### src/rtl/scarv_cop_insn_buffer_pkg.sv
// Shared constants and entry type for the coprocessor instruction intake buffer.
// Each queued entry holds the instruction encoding and the rs1 value captured with it.
package scarv_cop_insn_buffer_pkg;

    localparam int unsigned SCARV_COP_INSN_BUF_DEPTH   = 2;
    localparam int unsigned SCARV_COP_INSN_BUF_PTR_W   = 1;
    localparam int unsigned SCARV_COP_INSN_BUF_ENTRY_W = 64;

    typedef struct packed {
        logic [31:0] rs1_val;
        logic [31:0] encoding;
    } insn_entry_t;

endpackage

### src/rtl/scarv_cop_insn_buffer_if.sv
// CPU-side req/ack intake, decoder-side valid/ready head and occupancy of the instruction buffer.
// The slave modport is the buffer's view; the master modport is the surrounding pipeline's view.
interface scarv_cop_insn_buffer_if
    import scarv_cop_insn_buffer_pkg::*;
#(
    parameter int PTR_W = SCARV_COP_INSN_BUF_PTR_W
);

    logic              cpu_insn_req;
    logic              cpu_insn_ack;
    logic [31:0]       cpu_insn_enc;
    logic [31:0]       cpu_rs1_val;
    logic              cpu_flush;
    logic              id_valid;
    logic              id_ready;
    logic [31:0]       id_encoded;
    logic [31:0]       id_rs1_val;
    logic [PTR_W:0]    buf_count;

    modport slave (
        input  cpu_insn_req, cpu_insn_enc, cpu_rs1_val, cpu_flush, id_ready,
        output cpu_insn_ack, id_valid, id_encoded, id_rs1_val, buf_count
    );

    modport master (
        output cpu_insn_req, cpu_insn_enc, cpu_rs1_val, cpu_flush, id_ready,
        input  cpu_insn_ack, id_valid, id_encoded, id_rs1_val, buf_count
    );

endinterface

### src/rtl/scarv_cop_insn_buffer.sv
// DEPTH-entry in-order FIFO between the CPU coprocessor interface and scarv_cop_idecode.
// Define SCARV_COP_INSN_BUF_BYPASS_EN to present an incoming instruction to the decoder while empty.
module scarv_cop_insn_buffer
    import scarv_cop_insn_buffer_pkg::*;
#(
    parameter int DEPTH = SCARV_COP_INSN_BUF_DEPTH,
    parameter int PTR_W = SCARV_COP_INSN_BUF_PTR_W
) (
    input  logic                    g_clk,
    input  logic                    g_resetn,
    scarv_cop_insn_buffer_if.slave  bus
);

    logic [PTR_W-1:0] rd_ptr;
    logic [PTR_W-1:0] wr_ptr;
    logic [PTR_W:0]   count;
    insn_entry_t      storage [DEPTH];

    insn_entry_t      in_entry;
    insn_entry_t      head;
    logic             full;
    logic             empty;
    logic             push;
    logic             wr_en;
    logic             rd_en;

    assign in_entry = '{rs1_val: bus.cpu_rs1_val, encoding: bus.cpu_insn_enc};
    assign full     = (count == (PTR_W + 1)'(DEPTH));
    assign empty    = (count == '0);

    // Ack looks only at registered occupancy, so a full buffer refuses even while it is popping.
    assign bus.cpu_insn_ack = g_resetn & ~full & ~bus.cpu_flush;
    assign push             = bus.cpu_insn_req & bus.cpu_insn_ack;
    assign rd_en            = ~empty & bus.id_ready & ~bus.cpu_flush;

`ifdef SCARV_COP_INSN_BUF_BYPASS_EN
    logic bypass;

    // An incoming instruction consumed straight from the CPU inputs never touches storage.
    assign bypass       = g_resetn & empty & bus.cpu_insn_req & ~bus.cpu_flush;
    assign wr_en        = push & ~(bypass & bus.id_ready);
    assign bus.id_valid = ~empty | bypass;
    assign head         = ~empty ? storage[rd_ptr] : (bypass ? in_entry : '0);
`else
    assign wr_en        = push;
    assign bus.id_valid = ~empty;
    assign head         = empty ? '0 : storage[rd_ptr];
`endif

    assign bus.id_encoded = head.encoding;
    assign bus.id_rs1_val = head.rs1_val;
    assign bus.buf_count  = count;

    // NOTE: sequential state uses non-blocking assignments so every register samples pre-edge values.
    always_ff @(posedge g_clk or negedge g_resetn) begin
        if (!g_resetn) begin
            rd_ptr <= '0;
            wr_ptr <= '0;
            count  <= '0;
            // NOTE: storage is cleared on reset so stale entries can never reach the decoder.
            for (int i = 0; i < DEPTH; i++) begin
                storage[i] <= '0;
            end
        end else if (bus.cpu_flush) begin
            rd_ptr <= '0;
            wr_ptr <= '0;
            count  <= '0;
        end else begin
            if (wr_en) begin
                storage[wr_ptr] <= in_entry;
                wr_ptr          <= wr_ptr + 1'b1;
            end
            if (rd_en) begin
                rd_ptr <= rd_ptr + 1'b1;
            end
            count <= count + (PTR_W + 1)'(wr_en) - (PTR_W + 1)'(rd_en);
        end
    end

endmodule

### src/flat_wrapper.sv
// flat-port wrapper written by rule: the top's interface ports become plain ports
module scarv_cop_insn_buffer_flat import scarv_cop_insn_buffer_pkg::*;
#(
    parameter int DEPTH = SCARV_COP_INSN_BUF_DEPTH,
    parameter int PTR_W = SCARV_COP_INSN_BUF_PTR_W
)
  (g_clk, g_resetn, bus_cpu_insn_req, bus_cpu_insn_enc, bus_cpu_rs1_val, bus_cpu_flush, bus_id_ready, bus_cpu_insn_ack, bus_id_valid, bus_id_encoded, bus_id_rs1_val, bus_buf_count);
  scarv_cop_insn_buffer_if #(.PTR_W(PTR_W)) bus_i ();
  input  logic g_clk;
  input  logic g_resetn;
  input wire logic [$bits(bus_i.cpu_insn_req)-1:0] bus_cpu_insn_req;
  input wire logic [$bits(bus_i.cpu_insn_enc)-1:0] bus_cpu_insn_enc;
  input wire logic [$bits(bus_i.cpu_rs1_val)-1:0] bus_cpu_rs1_val;
  input wire logic [$bits(bus_i.cpu_flush)-1:0] bus_cpu_flush;
  input wire logic [$bits(bus_i.id_ready)-1:0] bus_id_ready;
  output wire logic [$bits(bus_i.cpu_insn_ack)-1:0] bus_cpu_insn_ack;
  output wire logic [$bits(bus_i.id_valid)-1:0] bus_id_valid;
  output wire logic [$bits(bus_i.id_encoded)-1:0] bus_id_encoded;
  output wire logic [$bits(bus_i.id_rs1_val)-1:0] bus_id_rs1_val;
  output wire logic [$bits(bus_i.buf_count)-1:0] bus_buf_count;
  assign bus_i.cpu_insn_req = bus_cpu_insn_req;
  assign bus_i.cpu_insn_enc = bus_cpu_insn_enc;
  assign bus_i.cpu_rs1_val = bus_cpu_rs1_val;
  assign bus_i.cpu_flush = bus_cpu_flush;
  assign bus_i.id_ready = bus_id_ready;
  assign bus_cpu_insn_ack = bus_i.cpu_insn_ack;
  assign bus_id_valid = bus_i.id_valid;
  assign bus_id_encoded = bus_i.id_encoded;
  assign bus_id_rs1_val = bus_i.id_rs1_val;
  assign bus_buf_count = bus_i.buf_count;
  scarv_cop_insn_buffer #(.DEPTH(DEPTH), .PTR_W(PTR_W)) u_core (.g_clk(g_clk), .g_resetn(g_resetn), .bus(bus_i));
endmodule
### config.mk
export PLATFORM = sky130hd
export DESIGN_NAME = scarv_cop_insn_buffer_flat
export DESIGN_NICKNAME = d
export VERILOG_FILES = /design/src/rtl/scarv_cop_insn_buffer_pkg.sv /design/src/rtl/scarv_cop_insn_buffer_if.sv /design/src/rtl/scarv_cop_insn_buffer.sv /design/src/flat_wrapper.sv
export SDC_FILE = /design/constraint.sdc
export NUM_CORES = 1
export LEC_CHECK = 0
export CAP_MARGIN = 25
export CORE_MARGIN = 8
export CORE_UTILIZATION = 45
export CTS_BUF_LIST = sky130_fd_sc_hd__clkbuf_8
export DETAILED_ROUTE_END_ITERATION = 7
export PLACE_DENSITY = 0.75
export SLEW_MARGIN = 5
export SYNTH_ARGS = -nofsm -noshare
export SYNTH_HDL_FRONTEND = slang
export SYNTH_SLANG_ARGS = --single-unit
### constraint.sdc
create_clock -name g_clk -period 2.36 [get_ports g_clk]
set_input_delay 0.472 -clock g_clk [delete_from_list [all_inputs] [get_ports g_clk]]
set_output_delay 0.472 -clock g_clk [all_outputs]
set_load 0.005 [all_outputs]
==> Flow_metrics.wiki <==
{| class="wikitable"
! Metric !! Value
|-
| Worst slack at placement || 0.04765 ns
|-
| Area growth from synthesis to layout || 37.26%
|-
| Netlist cell types || 23
|-
| Critical-path cell list || buf_12 > mux2i_1 > nor2_1 > clkdlybuf4s50_1
|-
| Total inserted antenna cells || 0
|-
| Count of buffers from port buffering || 136
|-
| Post-synthesis net count || 509
|-
| Die ar. || 17120 µm²
|-
| Register bit count reported by yosys || 132
|-
| GRT Util Overall || 16.53%
|-
| Share of flip-flops with an asynchronous set or reset || 100.0%
|-
| Overall overflow remaining after global route || 0
|-
| Clock transition at the register clock pins on the worst setup and hold paths after CTS || 0.07 ns
|-
| Total iterations of the first detailed-routing run || 4
|-
| Placed wire-length estimate after detailed placement || 9086 µm
|-
| Final net count || 661
|-
| Count of vias placed by the detailed router || 3907
|-
| Maximum clock skew at final layout || 0.008788 ns
|-
| Launching element type of the critical path || flip-flop
|-
| Violation count after the first detailed-route iteration || 222
|-
| Starting density of the core || 45.34%
|-
| Source of the critical timing path || u_core.rd_ptr
|-
| Final critical delay including setup and external delays || 2.441 ns
|-
| Count of pins on the block boundary || 137
|-
| Fin crit share || 103.4%
|-
| Die W || 130.8 µm
|-
| Setup repair after global routing missed its margin || true
|-
| Number of buffers created by CTS || 17
|-
| Residual antenna-violating net count after detailed routing || 0
|-
| Sinks on Clock Net || 132
|-
| Cell leakage power || 3.549 nW
|-
| Dominant synthesized flop cell || sky130_fd_sc_hd__dfrtp_1
|-
| Synth Warn # || 0
|-
| Level count of the clock H-tree || 4
|-
| Achievable frequency || 0.4096 GHz
|-
| Maximum vdd drop || 0.4152 mV
|-
| Cells after Synth || 438
|-
| Most common library cells after synthesis || 132 x sky130_fd_sc_hd__dfrtp_1, 116 x sky130_fd_sc_hd__mux2_2, 69 x sky130_fd_sc_hd__nor2_1, 64 x sky130_fd_sc_hd__mux2i_1, 13 x sky130_fd_sc_hd__buf_2
|-
| Maximum clock path buffer count || 2
|-
| Number of antenna violations at the first check in global routing || 0
|-
| Class of the most critical hold timing path || in -> async
|-
| Relative slew slack || 46.41%
|-
| Cells taking the most area after synthesis || sky130_fd_sc_hd__dfrtp_1 56%, sky130_fd_sc_hd__mux2_2 22%, sky130_fd_sc_hd__mux2i_1 11%
|-
| Height of the die || 130.8 µm
|-
| # DRC || 0
|-
| Clock insertion delay at the later pin of the skew report || 0.43 ns
|-
| Fraction of the core area covered by cells at the end of the flow || 62.24%
|-
| Result of the run || finished, violations left
|-
| Worst Path Arrival || 1.97 ns
|-
| Slowest stage cell, crit path || sky130_fd_sc_hd__clkdlybuf4s50_1
|-
| Row Count || 42
|-
| Portion of synthesized cell area occupied by the leading cell type || 55.67%
|-
| Endpoints failing setup || 45
|-
| Violated checks || negative setup slack
|-
| Count of flip-flops with a built-in enable after synthesis || 0
|-
| Netlist Area Pre-Place || 5933 µm²
|-
| Final wirelength || 13550 µm
|-
| CTS tree || built
|-
| Buffering stage count on the worst path with inverters included || 2
|-
| Per-instance average area after synthesis || 13.55 µm²
|-
| Wire length of the first global-routing pass || 21730 µm
|-
| Power per Cell Area || 868.2 nW/µm²
|-
| Fraction of layout instances using a drive strength above 1 || 29.17%
|-
| Via count of the first global-routing pass || 4319
|-
| Worst reg2reg path endpoint || u_core.storage[76]
|-
| Crit Path Category || reg -> out
|-
| Tightest Pin Transition || 0.8012 ns
|-
| Pin count of the biggest net entering global routing || 60
|-
| Reg-to-reg slack, setup || 0.49 ns
|-
| Final worst setup slack || -0.08119 ns
|-
| Max-slew violation total from the final report || 0
|-
| Maximum Capacitance Violations || 0
|-
| Final estimated routing congestion in global placement || 0.7384
|-
| Clock root buffer || sky130_fd_sc_hd__clkbuf_8
|-
| Yosys top cell by area || sky130_fd_sc_hd__dfrtp_1
|-
| Launching point of the worst reg2reg path || u_core.bus.buf_count[1]
|-
| Vias per cell || 5.035
|-
| Final Hold Fails || 0
|-
| CORE AREA || 13090 µm²
|-
| Cell depth of the worst flop-to-flop path || 6
|-
| Kind of capture point of the worst setup path || primary output
|-
| Most numerous cell in the Yosys netlist || sky130_fd_sc_hd__dfrtp_1
|-
| Average detailed-routed wire length per instance || 17.45 µm
|-
| Max Fanout on Critical Path || 32
|-
| Worst stage delay on the critical path || 0.54 ns
|-
| Part of the Yosys area used for sequential elements || 55.67%
|-
| Worst EP required || 1.89 ns
|-
| Cell family contributing the most delay on the critical path || buffers and inverters
|}
[logic make-up (layout without fill, tap and decap cells)]
kind of cell / count (synthesis) / in the layout / share of synthesized area (%)
adders and majority gates: 2 / 2 / 0.4217
and+or+nand+nor: 77 / 77 / 5.673
buffers and inverters: 30 / 192 / 2.488
AOI/OAI and AO/OA: 2 / 2 / 0.2108
DFF: 132 / 132 / 55.67
muxes: 192 / 192 / 35.09
xor gates and xnor gates: 3 / 3 / 0.4429
[cell type report]
class / count / area [µm²]
multi-input combinational: 276 / 2504
clock inverter: 6 / 77.57
inverter: 3 / 11.26
fill: 1016 / 4941
tap: 176 / 220.2
sequential: 132 / 3309
timing repair buffer: 160 / 1705
clock buffer: 23 / 316.6
[through the flow]
| stage | instance area, µm² | setup TNS, ns | total power, mW | hold slack (ns) | instances |
|---|---|---|---|---|---|
| finish | 8144 | -1.279 | 7.071 | 0.2074 | 776 |
| global route | 8144 | -6.784 | 7.490 | 0.2387 | 776 |
| CTS | 7990 | -4.638 | 7.075 | 0.2106 | 766 |
| detailed placement | 7585 | 0 | 5.184 | 0.3271 | 736 |
| global placement | 7585 | 0 | 5.072 | 0.3252 | 736 |
| floorplan | 5933 | 0 | 4.331 | 0.1764 | 438 |
[layer usage]
layer | up-vias | GRT usage [%] | part of all wire [%]
met4 | 0 | 7.562 | 1.9
met5 | - | 0 | 0
met1 | 1973 | 19.12 | 43
met2 | 97 | 28.25 | 50
li1 | 1818 | - | -
met3 | 19 | 4.302 | 4.9
[registers in the layout, indices dropped and copies added (netlist names)]
name and flops:
u_core.bus.buf_count 2, u_core.wr_ptr 1, u_core.storage 128, u_core.rd_ptr 1
[cell usage in the layout (no fill, tap or decap), drive strengths merged]
cell / n
dfrtp: 132
mux2: 128
clkdlybuf4s50: 123
nor2: 69
mux2i: 64
clkbuf: 24
buf: 23
dlymetal6s2s: 12
inv: 5
xor2: 2
ha: 2
bufinv: 2
clkinv: 2
nand2b: 2
nor2b: 2
nor3b: 1
o21ai: 1
xnor2: 1
nand2: 1
nor3: 1
nor4b: 1
o21bai: 1
dlygate4sd3: 1
[worst max path at each step]
stage	to	slack, ns	depth (start not counted)
floorplan	u_core.storage[109]	0.62	5
global placement	u_core.storage[74]	0.11	6
detailed placement	u_core.storage[76]	0.05	6
global route	bus_id_encoded[5]	-0.18	4
CTS	bus_id_rs1_val[25]	-0.13	4
finish	bus_id_rs1_val[25]	-0.08	4
[what timing repair did]
action / in CTS / in global routing
endpoints found under the hold margin: 18 / 0
pin swaps: 0 / 1
endpoints found under the setup margin: 65 / 66
hold buffers: 1 / 0
cloned: 0 / 1
gates resized for setup: 1 / 17
buffers inserted: 0 / 9
[where the power goes]
group          switching (mW)  internal, mW
registers               0.343          2.94
clock network           0.786          1.08
logic                   0.718          1.20
total                    1.85          5.22
Power figures use the tool's default switching activity.
